==> config.mk <==
export PLATFORM = sky130hd
export DESIGN_NAME = cl_serial_seq
export DESIGN_NICKNAME = d
export VERILOG_FILES = /design/src/rtl/cl_pkg.sv /design/src/rtl/cl_bit_alu.sv /design/src/rtl/cl_serial_seq.sv
export SDC_FILE = /design/constraint.sdc
export NUM_CORES = 1
export LEC_CHECK = 0
export CAP_MARGIN = 20
export CORE_ASPECT_RATIO = 1.75
export CORE_MARGIN = 2
export CORE_UTILIZATION = 54
export CTS_CLUSTER_DIAMETER = 120
export DETAILED_ROUTE_END_ITERATION = 10
export HOLD_SLACK_MARGIN = 0.15
export PLACE_DENSITY_LB_ADDON = 0.05
export SYNTH_ARGS = -nofsm -noshare
export SYNTH_HDL_FRONTEND = slang
export SYNTH_SLANG_ARGS = --single-unit
==> constraint.sdc <==
create_clock -name i_clk -period 4.2 [get_ports i_clk]
set_clock_uncertainty 0.2 [all_clocks]
set_input_delay 0.42 -clock i_clk [delete_from_list [all_inputs] [get_ports i_clk]]
set_output_delay 0.42 -clock i_clk [all_outputs]
set_load 0.01 [all_outputs]
==> src/rtl/cl_pkg.sv <==
// Shared types for the bit-serial logic-cell sequencer: opcodes, FSM states, widths.
package cl_pkg;

    localparam int unsigned CL_OP_W = 3;

    typedef enum logic [CL_OP_W-1:0] {
        CL_AND     = 3'd0,
        CL_NAND    = 3'd1,
        CL_OR      = 3'd2,
        CL_NOR     = 3'd3,
        CL_XOR     = 3'd4,
        CL_XNOR    = 3'd5,
        CL_NOT     = 3'd6,
        CL_ILLEGAL = 3'd7
    } cl_op_e;

    typedef enum logic [1:0] {
        StIdle = 2'd0,
        StRun  = 2'd1,
        StDone = 2'd2
    } cl_state_e;

endpackage

==> src/rtl/cl_bit_alu.sv <==
// Combinational 1-bit logic cell: evaluates every gate function and selects one by opcode.
module cl_bit_alu
    import cl_pkg::*;
(
    input  logic   a,
    input  logic   b,
    input  cl_op_e op,
    output logic   y
);

    logic g_and, g_or, g_xor;

    assign g_and = a & b;
    assign g_or  = a | b;
    assign g_xor = a ^ b;

    always_comb begin
        y = 1'b0;
        case (op)
            CL_AND:  y = g_and;
            CL_NAND: y = ~g_and;
            CL_OR:   y = g_or;
            CL_NOR:  y = ~g_or;
            CL_XOR:  y = g_xor;
            CL_XNOR: y = ~g_xor;
            CL_NOT:  y = ~a;
            default: y = 1'b0;
        endcase
    end

endmodule

==> src/rtl/cl_serial_seq.sv <==
// Bit-serial sequencer: steps one shared logic cell over WIDTH bit positions, LSB first,
// between a command handshake and a result handshake.
module cl_serial_seq
    import cl_pkg::*;
#(
    parameter int unsigned WIDTH = 8
) (
    input  logic               i_clk,
    input  logic               i_rst,
    input  logic               i_valid,
    output logic               o_ready,
    input  logic [CL_OP_W-1:0] i_op,
    input  logic [WIDTH-1:0]   i_a,
    input  logic [WIDTH-1:0]   i_b,
    output logic               o_valid,
    input  logic               i_ready,
    output logic [WIDTH-1:0]   o_result,
    output logic               o_err,
    output logic               o_busy
);

    localparam int unsigned IdxW = $clog2(WIDTH);
    localparam logic [IdxW-1:0] IdxLast = IdxW'(WIDTH - 1);

    cl_state_e        state_q, state_d;
    cl_op_e           op_q, op_d;
    logic [WIDTH-1:0] a_q, a_d;
    logic [WIDTH-1:0] b_q, b_d;
    logic [WIDTH-1:0] result_q, result_d;
    logic [IdxW-1:0]  idx_q, idx_d;
    logic             err_q, err_d;
    logic             cell_y;

    cl_bit_alu u_cell (
        .a  (a_q[idx_q]),
        .b  (b_q[idx_q]),
        .op (op_q),
        .y  (cell_y)
    );

    always_comb begin
        state_d  = state_q;
        op_d     = op_q;
        a_d      = a_q;
        b_d      = b_q;
        result_d = result_q;
        idx_d    = idx_q;
        err_d    = err_q;
        case (state_q)
            StIdle: begin
                if (i_valid) begin
                    op_d     = cl_op_e'(i_op);
                    a_d      = i_a;
                    b_d      = i_b;
                    result_d = '0;
                    idx_d    = '0;
                    if (cl_op_e'(i_op) == CL_ILLEGAL) begin
                        err_d   = 1'b1;
                        state_d = StDone;
                    end else begin
                        err_d   = 1'b0;
                        state_d = StRun;
                    end
                end
            end
            StRun: begin
                result_d[idx_q] = cell_y;
                // Terminal compare on WIDTH-1 so non-power-of-2 widths never wrap.
                if (idx_q == IdxLast) begin
                    state_d = StDone;
                end else begin
                    idx_d = idx_q + IdxW'(1);
                end
            end
            StDone: begin
                if (i_ready) begin
                    state_d = StIdle;
                end
            end
            default: state_d = StIdle;
        endcase
    end

    always_ff @(posedge i_clk) begin
        if (i_rst) begin
            state_q  <= StIdle;
            op_q     <= CL_AND;
            a_q      <= '0;
            b_q      <= '0;
            result_q <= '0;
            idx_q    <= '0;
            err_q    <= 1'b0;
        end else begin
            state_q  <= state_d;
            op_q     <= op_d;
            a_q      <= a_d;
            b_q      <= b_d;
            result_q <= result_d;
            idx_q    <= idx_d;
            err_q    <= err_d;
        end
    end

    assign o_ready  = (state_q == StIdle);
    assign o_valid  = (state_q == StDone);
    assign o_busy   = (state_q != StIdle);
    assign o_result = result_q;
    assign o_err    = err_q;

endmodule

-- Word level (Yosys, flattened, before mapping)
Index checks and enable logic that the tools add are counted.
- $add $sub $neg: 1
- order comparisons: 2
- equality and inequality tests: 14
- mux-type cells: 19
- bitwise gates (word level): 7
- reductions and logical operators: 9
- operators by type and width (kind ; count):
    8-bit one-hot mux with 2 select lines ; 1
    3-bit == test, second input constant ; 5
    8-bit bitwise mux ; 1
    2-bit two-way mux ; 4
    8-bit two-way mux ; 1
    1-bit one-hot mux with 7 select lines ; 1
    1-bit binary-select mux with 3-bit select ; 2
    3-bit by 2-bit == test with 1-bit output, second input constant ; 2
    3-bit two-way mux ; 2
    2-bit != test, second input constant ; 3
    2-bit one-hot mux with 3 select lines ; 1
    3-bit one-hot mux with 2 select lines ; 1
    3-bit AND reduction ; 2
    3-bit by 4-bit < comparator with 1-bit output, second input constant ; 1
    1-bit two-way mux ; 4
    1-bit inverter ; 4
    2-bit AND reduction ; 2
    2-bit nonzero test ; 2
    3-bit by 1-bit adder with 3-bit output, second input constant ; 1
    1-bit demux with 3-bit select ; 1
    3-bit by 1-bit == test with 1-bit output, second input constant ; 1
    3-bit by 1-bit greater-or-equal comparator with 1-bit output, second input constant ; 1
    3-bit zero test ; 1
    2-bit by 1-bit == test with 1-bit output, second input constant ; 1
    other kinds (7) ; 7
- register bits after elaboration: 33
- bits of input ports: 23
- output and inout bits: 12
- logic and storage cells: 59

-- Logic depth before layout (Yosys ltp)
Gate-level depths: netlist of the first run.
- word-level depth: 7
- gate-level depth with buffers: 10

-- Cells and area by module
From an unflattened synthesis of the first run, not the netlist that was laid out.
- cell total of the unflattened synthesis: 189
- area total of the unflattened synthesis: 1571.5 um2
- modules (own cells, without submodules) (module ; instances ; cells each ; area each (um2)):
    cl_serial_seq ; 1 ; 179 ; 1487.7
    cl_bit_alu ; 1 ; 10 ; 83.8

-- Least setup slack after synthesis of the first run
Ideal clock, no wire load.
- path type: flip-flop to flip-flop
- from: register idx_q[0]
- to: register result_q[0], in the netlist o_result[0]
- library setup time: 0.086 ns
- arrival time: 2.100 ns
- required time: 3.914 ns
- setup slack: 1.813 ns
- cell stages (with the launch flop): 11
- path buffers: 1
- cells stage by stage: dfxtp_1 -> buf_6 -> mux2i_1 -> nor2b_1 -> o21ai_0 -> and3_1 -> ha_1 -> xor2_1 -> nor3_1 -> a211oi_1 -> a221oi_2
- word-level cells in the longest chain between the ends: 7
- elaborated cells between the ends (all ways): 19
- classes of those cells: 2 x order compare; 9 x mux; 7 x bitwise; 1 x reduce/logical
- ends and longest elaborated chain (element ; line ; source):
    start: declaration ; cl_serial_seq.sv:30 ; logic [IdxW-1:0] idx_q, idx_d;
    start signal: assignment ; cl_serial_seq.sv:99 ; idx_q <= idx_d;
    1-bit binary-select mux with 3-bit select, on equally long branches ; cl_serial_seq.sv:35, cl_serial_seq.sv:36 ;
    1-bit two-way mux, on equally long branches ; cl_serial_seq.sv:35, cl_serial_seq.sv:36 ;
    1-bit bitwise XOR (tied with other cells) ; cl_bit_alu.sv:15 ; assign g_xor = a ^ b;
    1-bit inverter, on equally long branches ; cl_bit_alu.sv:25, cl_bit_alu.sv:21, cl_bit_alu.sv:23 ;
    1-bit one-hot mux with 7 select lines ; cl_bit_alu.sv:19 ; case (op)
    8-bit bitwise mux * ; cl_serial_seq.sv:67 ; result_d[idx_q] = cell_y;
    8-bit one-hot mux with 2 select lines * ; cl_serial_seq.sv:49 ; case (state_q)
    end signal: assignment ; cl_serial_seq.sv:98 ; result_q <= result_d;
    end: declaration ; cl_serial_seq.sv:29 ; logic [WIDTH-1:0] result_q, result_d;
Every way passes the cells marked *; elsewhere a longest branch is shown, timed or not. The select of a mux whose other input is x is not followed.
A chain may end at the register's enable or synchronous reset.

-- Worst setup path in the final report of the first run
Same ends and word-level chain as after synthesis.

==> results of run 1 <==
layout make-up:
cell class,count,area share [%]
inverters,3,0.545
flip-flops and latches,33,32.0
multi-input cells,151,44.4
repair buffers,36,17.2
well taps,28,1.70
clock inverters,3,0.848
clock buffers,5,3.33
worst max-delay path: stages, from the launching register on:
cell and delay [ns]:
dfxtp_1 0.65, mux2i_1 0.25, nor2b_1 0.06, o21ai_0 0.23
and3_1 0.21, ha_1 0.16, xor2_1 0.06, nor3_1 0.64
a211oi_1 0.15, a221oi_2 0.27
state kept, by name, summed over array words and instances, names as in the netlist:
register / cells
a_q: 8
b_q: 8
o_result: 8
idx_q: 3
op_q: 3
state_q: 2
o_err: 1
cells in the final DEF (no fill, tap or decap), types with 2 or more instances in the layout:
| cell type | n |
|---|---|
| nand3_1 | 5 |
| buf_4 | 2 |
| nand2b_1 | 4 |
| nor2b_1 | 7 |
| clkdlybuf4s50_1 | 34 |
| nor3b_1 | 3 |
| nor3_1 | 4 |
| nand2_1 | 57 |
| clkinv_2 | 2 |
| dfxtp_1 | 33 |
| a211oi_1 | 8 |
| nor2_1 | 5 |
| inv_1 | 2 |
| a221oi_2 | 8 |
| ha_1 | 4 |
| clkbuf_8 | 5 |
| o21ai_0 | 2 |
| a21oi_1 | 22 |
| a22oi_1 | 2 |
| mux2i_1 | 8 |
routing by layer:
metal / track usage [%] / routed length, um / vias up
met4: 11.1 / 89 / 0
met1: 27.7 / 1450 / 689
met2: 41.5 / 2010 / 32
met5: 0 / 0 / -
li1: - / - / 755
met3: 5.18 / 101 / 9
how the worst max path moves through the flow:
stage	endpoint	slack (ns)	depth (start not counted)
floorplan	o_result[0]	1.81	10
global placement	o_result[5]	1.41	9
detailed placement	o_result[0]	1.26	9
CTS	o_result[0]	1.25	9
global route	o_result[0]	0.93	9
finish	o_result[0]	1.23	9
power breakdown:
group / switching [mW] / internal, mW
sequential: 0.0144 / 0.329
clock: 0.119 / 0.114
combinational: 0.0537 / 0.0519
total: 0.187 / 0.495
cells by family after synthesis:
kind of cell	after synthesis	share of synthesized area (%)
AO/OA/AOI/OAI	44	19.9
XOR/XNOR	2	1.06
adder cells (fa/ha/maj)	4	3.03
buffers and inverters	15	4.85
flip-flops	33	40.0
multiplexers	9	5.53
AND/OR/NAND/NOR	92	25.6
per-stage QoR:
stage	cell area [sq um]	utilization [%]	setup WS [ns]	power [mW]	hold slack, ns
2_1_floorplan	1650	-	1.81	0.412	0.232
3_3_place_gp	1980	67.6	1.41	0.451	0.245
3_5_place_dp	1980	67.6	1.26	0.456	0.245
4_1_cts	2060	70.5	1.25	0.690	0.256
5_1_grt	2060	70.5	0.932	0.720	0.285
6_report	2060	70.5	1.23	0.682	0.254
==> impl_metrics.py, run 1 <==
metrics = {
    "clock_network": {
        "cts_buffer_depth": 2,
        "cts_max_level": 2,
        "holdBufCountCts": 0,
        "post_cts_resized": 0,
        "clk_pin_slew_ns": 0.07,
        "cts_root_buffer": "clkbuf_8",
        "cts_sinks": 33,
        "clock_latency_ns": 0.29,
        "postCtsSetupBuffers": 0,
        "cts_buffers": 5,
        "cts_tree": "built",
    },
    "routing": {
        "vias": 1485,
        "drt_iter0_markers": 41,
        "routed_wl_mm": 3.66,
        "wl_per_cell_um": 14.1,
        "viasPerCell": 5.73,
        "drc": 0,
        "detail-route-antenna-nets": 0,
        "firstDrtPassIters": 4,
    },
    "status": {
        "status": "complete, no violations",
    },
    "logic_synthesis": {
        "synth.cell_area_sq_um": 1650,
        "synthTopCellsByCount": "57 x nand2_1, 33 x dfxtp_1, 22 x a21oi_1",
        "ys_seq_area_share_pct": 40.0,
        "synth_edf_count": 0,
        "ys_top_cells_by_area": "dfxtp_1 40%, nand2_1 13%, a221oi_2 7.3%, a21oi_1 6.7%, mux2i_1 4.8%",
        "ys_types": 31,
        "avgSynthCellArea_sq_um": 8.30,
        "synth_top_area_share_pct": 40.0,
        "syn_nets": 226,
        "ys_ff_latch": 33,
        "synth.most_common_cell": "nand2_1",
        "synth_cells": 199,
        "yosysWarnings": 0,
        "yosys_most_used_dff": "dfxtp_1",
        "synth_area_leader_cell": "dfxtp_1",
        "synthArstFlopShare_pct": 0,
    },
    "timing": {
        "timing.final.hold_violations": 0,
        "max_slew.worst_pin.slew_ns": 0.910,
        "rsz0062_at_grt": "false",
        "fmax_mhz": 337,
        "setup_viol": 0,
        "slew_viol_final": 0,
        "tns_ns": 0,
        "relSlewSlack_pct": 39.2,
        "finalCritPeriodShare_pct": 70.6,
        "min_period_ns": 2.97,
    },
    "critical_path": {
        "worstPathMaxFanout": 13,
        "reg2reg_from": "idx_q[0]",
        "cp-end-kind": "register",
        "rr_endpoint": "o_result[0]",
        "required_ns": 4.20,
        "critical_path_class": "reg2reg",
        "critPathLaunch": "idx_q[0]",
        "r2r_slack_ns": 1.23,
        "start_kind": "register",
        "cp.arrival_ns": 2.97,
        "r2r_cells": 9,
    },
    "min_path": {
        "hold_path_end": "b_q[4]",
        "hold_path_startpoint": "b_q[4]",
        "hold_path.class": "reg2reg",
        "holdPathStages": 2,
    },
    "global_routing": {
        "grt_pass1_wl_mm": 6.45,
        "grt-ovfl-total": 0,
        "grt_start_max_net_pins": 34,
        "grt_pass1_vias": 1460,
        "antenna_found_initial": 0,
        "grtUsageTotal_pct": 24.5,
    },
    "final_layout": {
        "finalNonFillerCells": 259,
        "n_antenna_cell": 0,
        "multi_input_area_sq_um": 916,
        "drive_gt1_share_pct": 9.52,
        "area_growth_pct": 25.0,
        "seqCellArea_sq_um": 661,
        "nFillCells": 234,
        "nets": 257,
    },
    "die": {
        "die_x_um": 45.8,
        "die-height_um": 77.2,
        "row_count": 26,
        "fp.coreArea_sq_um": 2930,
        "die_area_sq_um": 3530,
        "num_io_pins": 35,
        "initial_core_util_pct": 56.4,
    },
    "placement": {
        "hpwl_mm": 2.68,
        "dp.cells": 251,
        "gp_congestion": 0.868,
        "numPortBuffers": 34,
    },
    "run": {
        "cap_viol_max_count": 0,
    },
    "pwr": {
        "ir_drop_v": 0.000287,
        "leakage_nw": 0.717,
        "p_per_area_nw_per_um2": 330,
    },
}
No activity file was read; power rests on OpenSTA's default activity.
==> inputs of run 2 (changes only) <==
--- a/config.mk
+++ b/config.mk
@@ -8,7 +8,7 @@
 export CAP_MARGIN = 20
 export CORE_ASPECT_RATIO = 1.75
 export CORE_MARGIN = 2
-export CORE_UTILIZATION = 54
+export CORE_UTILIZATION = 45
 export CTS_CLUSTER_DIAMETER = 120
 export DETAILED_ROUTE_END_ITERATION = 10
 export HOLD_SLACK_MARGIN = 0.15
==> constraint.sdc (replaced) <==
create_clock -name i_clk -period 2.5 [get_ports i_clk]
set_clock_uncertainty 0.2 [all_clocks]
set_input_delay 0.25 -clock i_clk [delete_from_list [all_inputs] [get_ports i_clk]]
set_output_delay 0.25 -clock i_clk [all_outputs]
set_load 0.01 [all_outputs]
==> run 2 against run 1 <==
Net effect: clock-buffer cell count is 2 higher; utilization is 6.5 points lower; cell area rose by 10%; die area up 19%; critical path depth grew 1; critical path type unchanged; critical endpoint is now o_result[7].
==> impl_metrics.py, run 2 (synthesis gave the netlist of run 1 again) <==
metrics = {
    "die": {
        "die-height_um": 84.1,
        "num_io_pins": 35,
        "die_area_sq_um": 4190,
        "fp.coreArea_sq_um": 3560,
        "die_x_um": 49.8,
        "row_count": 29,
        "initial_core_util_pct": 46.4,
    },
    "critical_path": {
        "worstPathMaxFanout": 8,
        "reg2reg_from": "idx_q[0]",
        "cp-end-kind": "register",
        "required_ns": 2.46,
        "cp.arrival_ns": 2.35,
        "start_kind": "register",
        "critical_path_class": "reg2reg",
        "critPathLaunch": "idx_q[0]",
    },
    "final_layout": {
        "seqCellArea_sq_um": 672,
        "multi_input_area_sq_um": 958,
        "drive_gt1_share_pct": 18.8,
        "area_growth_pct": 37.9,
        "nets": 271,
        "final_area_sq_um": 2280,
        "nFillCells": 331,
        "n_antenna_cell": 0,
        "final_cell_mix": "57 x nand2_1, 34 x clkdlybuf4s50_1, 30 x dfxtp_1",
        "post-route-util_pct": 64.0,
        "final_common_cell": "nand2_1",
    },
    "timing": {
        "fmax_mhz": 418,
        "slew_viol_final": 0,
        "rsz0062_at_grt": "true",
        "max_slew.worst_pin.slew_ns": 0.577,
        "timing.final.hold_violations": 0,
        "finalCritPeriodShare_pct": 95.8,
        "relSlewSlack_pct": 61.4,
        "setup_viol": 0,
        "min_period_ns": 2.40,
    },
    "pwr": {
        "p_per_area_nw_per_um2": 533,
        "ir_drop_v": 0.000537,
        "leakage_nw": 0.818,
        "total_power_mw": 1.21,
    },
    "global_routing": {
        "antenna_found_initial": 0,
        "grt_start_max_net_pins": 34,
        "grt_pass1_wl_mm": 6.30,
        "grt-ovfl-total": 0,
        "grtUsageTotal_pct": 19.5,
        "grt_pass1_vias": 1482,
    },
    "clock_network": {
        "holdBufCountCts": 0,
        "cts_buffer_depth": 2,
        "cts_tree": "built",
        "clk_pin_slew_ns": 0.07,
        "cts_buffers": 5,
        "cts_root_buffer": "clkbuf_8",
        "cts_sinks": 33,
        "clock_latency_ns": 0.29,
        "cts_max_level": 2,
    },
    "status": {
        "status": "complete, no violations",
    },
    "routing": {
        "drt_iter0_markers": 31,
        "vias": 1530,
        "wl_per_cell_um": 13.0,
        "detail-route-antenna-nets": 0,
        "drc": 0,
        "viasPerCell": 5.26,
        "routed_wl_mm": 3.78,
        "firstDrtPassIters": 4,
    },
    "run": {
        "cap_viol_max_count": 0,
    },
    "placement": {
        "numPortBuffers": 34,
        "placed_area_sq_um": 2110,
        "gp_congestion": 0.804,
        "hpwl_mm": 2.90,
    },
    "min_path": {
        "hold_path_startpoint": "a_q[2]",
        "hold_path.class": "reg2reg",
    },
}
==> run 2: cell count changes in the layout (fill, tap and decap cells not counted), sizes merged <==
cell / previous run / this run
buf: 2 / 16
clkinv: 3 / 2
clkinvlp: 1 / 0
clkbuf: 5 / 7
==> run 2: timing repair <==
item	CTS	global route
cloned	0	0
pin swaps	0	5
setup buffers	0	1
gates resized for setup	5	14
endpoints found under the setup margin	8	8
==> run 2: cell type report <==
| type | count | area share, % |
|---|---|---|
| multi-input cells | 151 | 42.1 |
| clock inverters | 1 | 0.220 |
| repair buffers | 50 | 20.9 |
| inverters | 3 | 0.495 |
| clock buffers | 7 | 4.23 |
| flip-flops and latches | 33 | 29.5 |
| well taps | 46 | 2.53 |
==> run 2: power breakdown <==
part	switching, mW	leakage, nW	internal [mW]	total [mW]
clock network	0.189	0.0542	0.249	0.437
registers	0.0217	0.272	0.551	0.572
logic	0.102	0.492	0.102	0.204
total	0.312	0.818	0.901	1.21
==> run 2: worst max-delay path, stage by stage, from the launching register on <==
cell	delay, ns
dfxtp_4	0.41
mux2i_1	0.21
nor2b_1	0.06
o21ai_1	0.15
and3_1	0.18
ha_1	0.22
mux2i_1	0.18
xnor2_1	0.10
buf_4	0.17
a211oi_1	0.30
a221oi_2	0.08
==> run 2: path summary, 6_finish.rpt <==
check / to / slack [ns] / depth (start not counted)
worst max-delay path: o_result[7] / 0.10 / 10
worst min-delay path: a_q[2] / 0.25 / 2
worst max register to register: o_result[7] / 0.10 / 10
worst min register to register: a_q[2] / 0.25 / 2
==> run 2: layer usage <==
layer | vias up | global-route usage (%) | wire, um | part of all wire, %
met1 | 708 | 17.8 | 1360 | 36
met3 | 9 | 5.34 | 139 | 3.7
met4 | 0 | 8.33 | 109 | 2.9
met5 | - | 0 | 0 | 0
li1 | 781 | - | - | -
met2 | 32 | 38.3 | 2180 | 58
==> run 2: per-stage QoR <==
stage	hold WS [ns]	setup TNS, ns	setup slack [ns]	std cells
finish	0.255	0	0.105	291
global route	0.274	-0.297	-0.0574	291
CTS	0.255	0	0.0188	290
detailed placement	0.246	-2.72	-0.359	282
global placement	0.245	-1.35	-0.197	282
floorplan	0.186	0	0.113	199
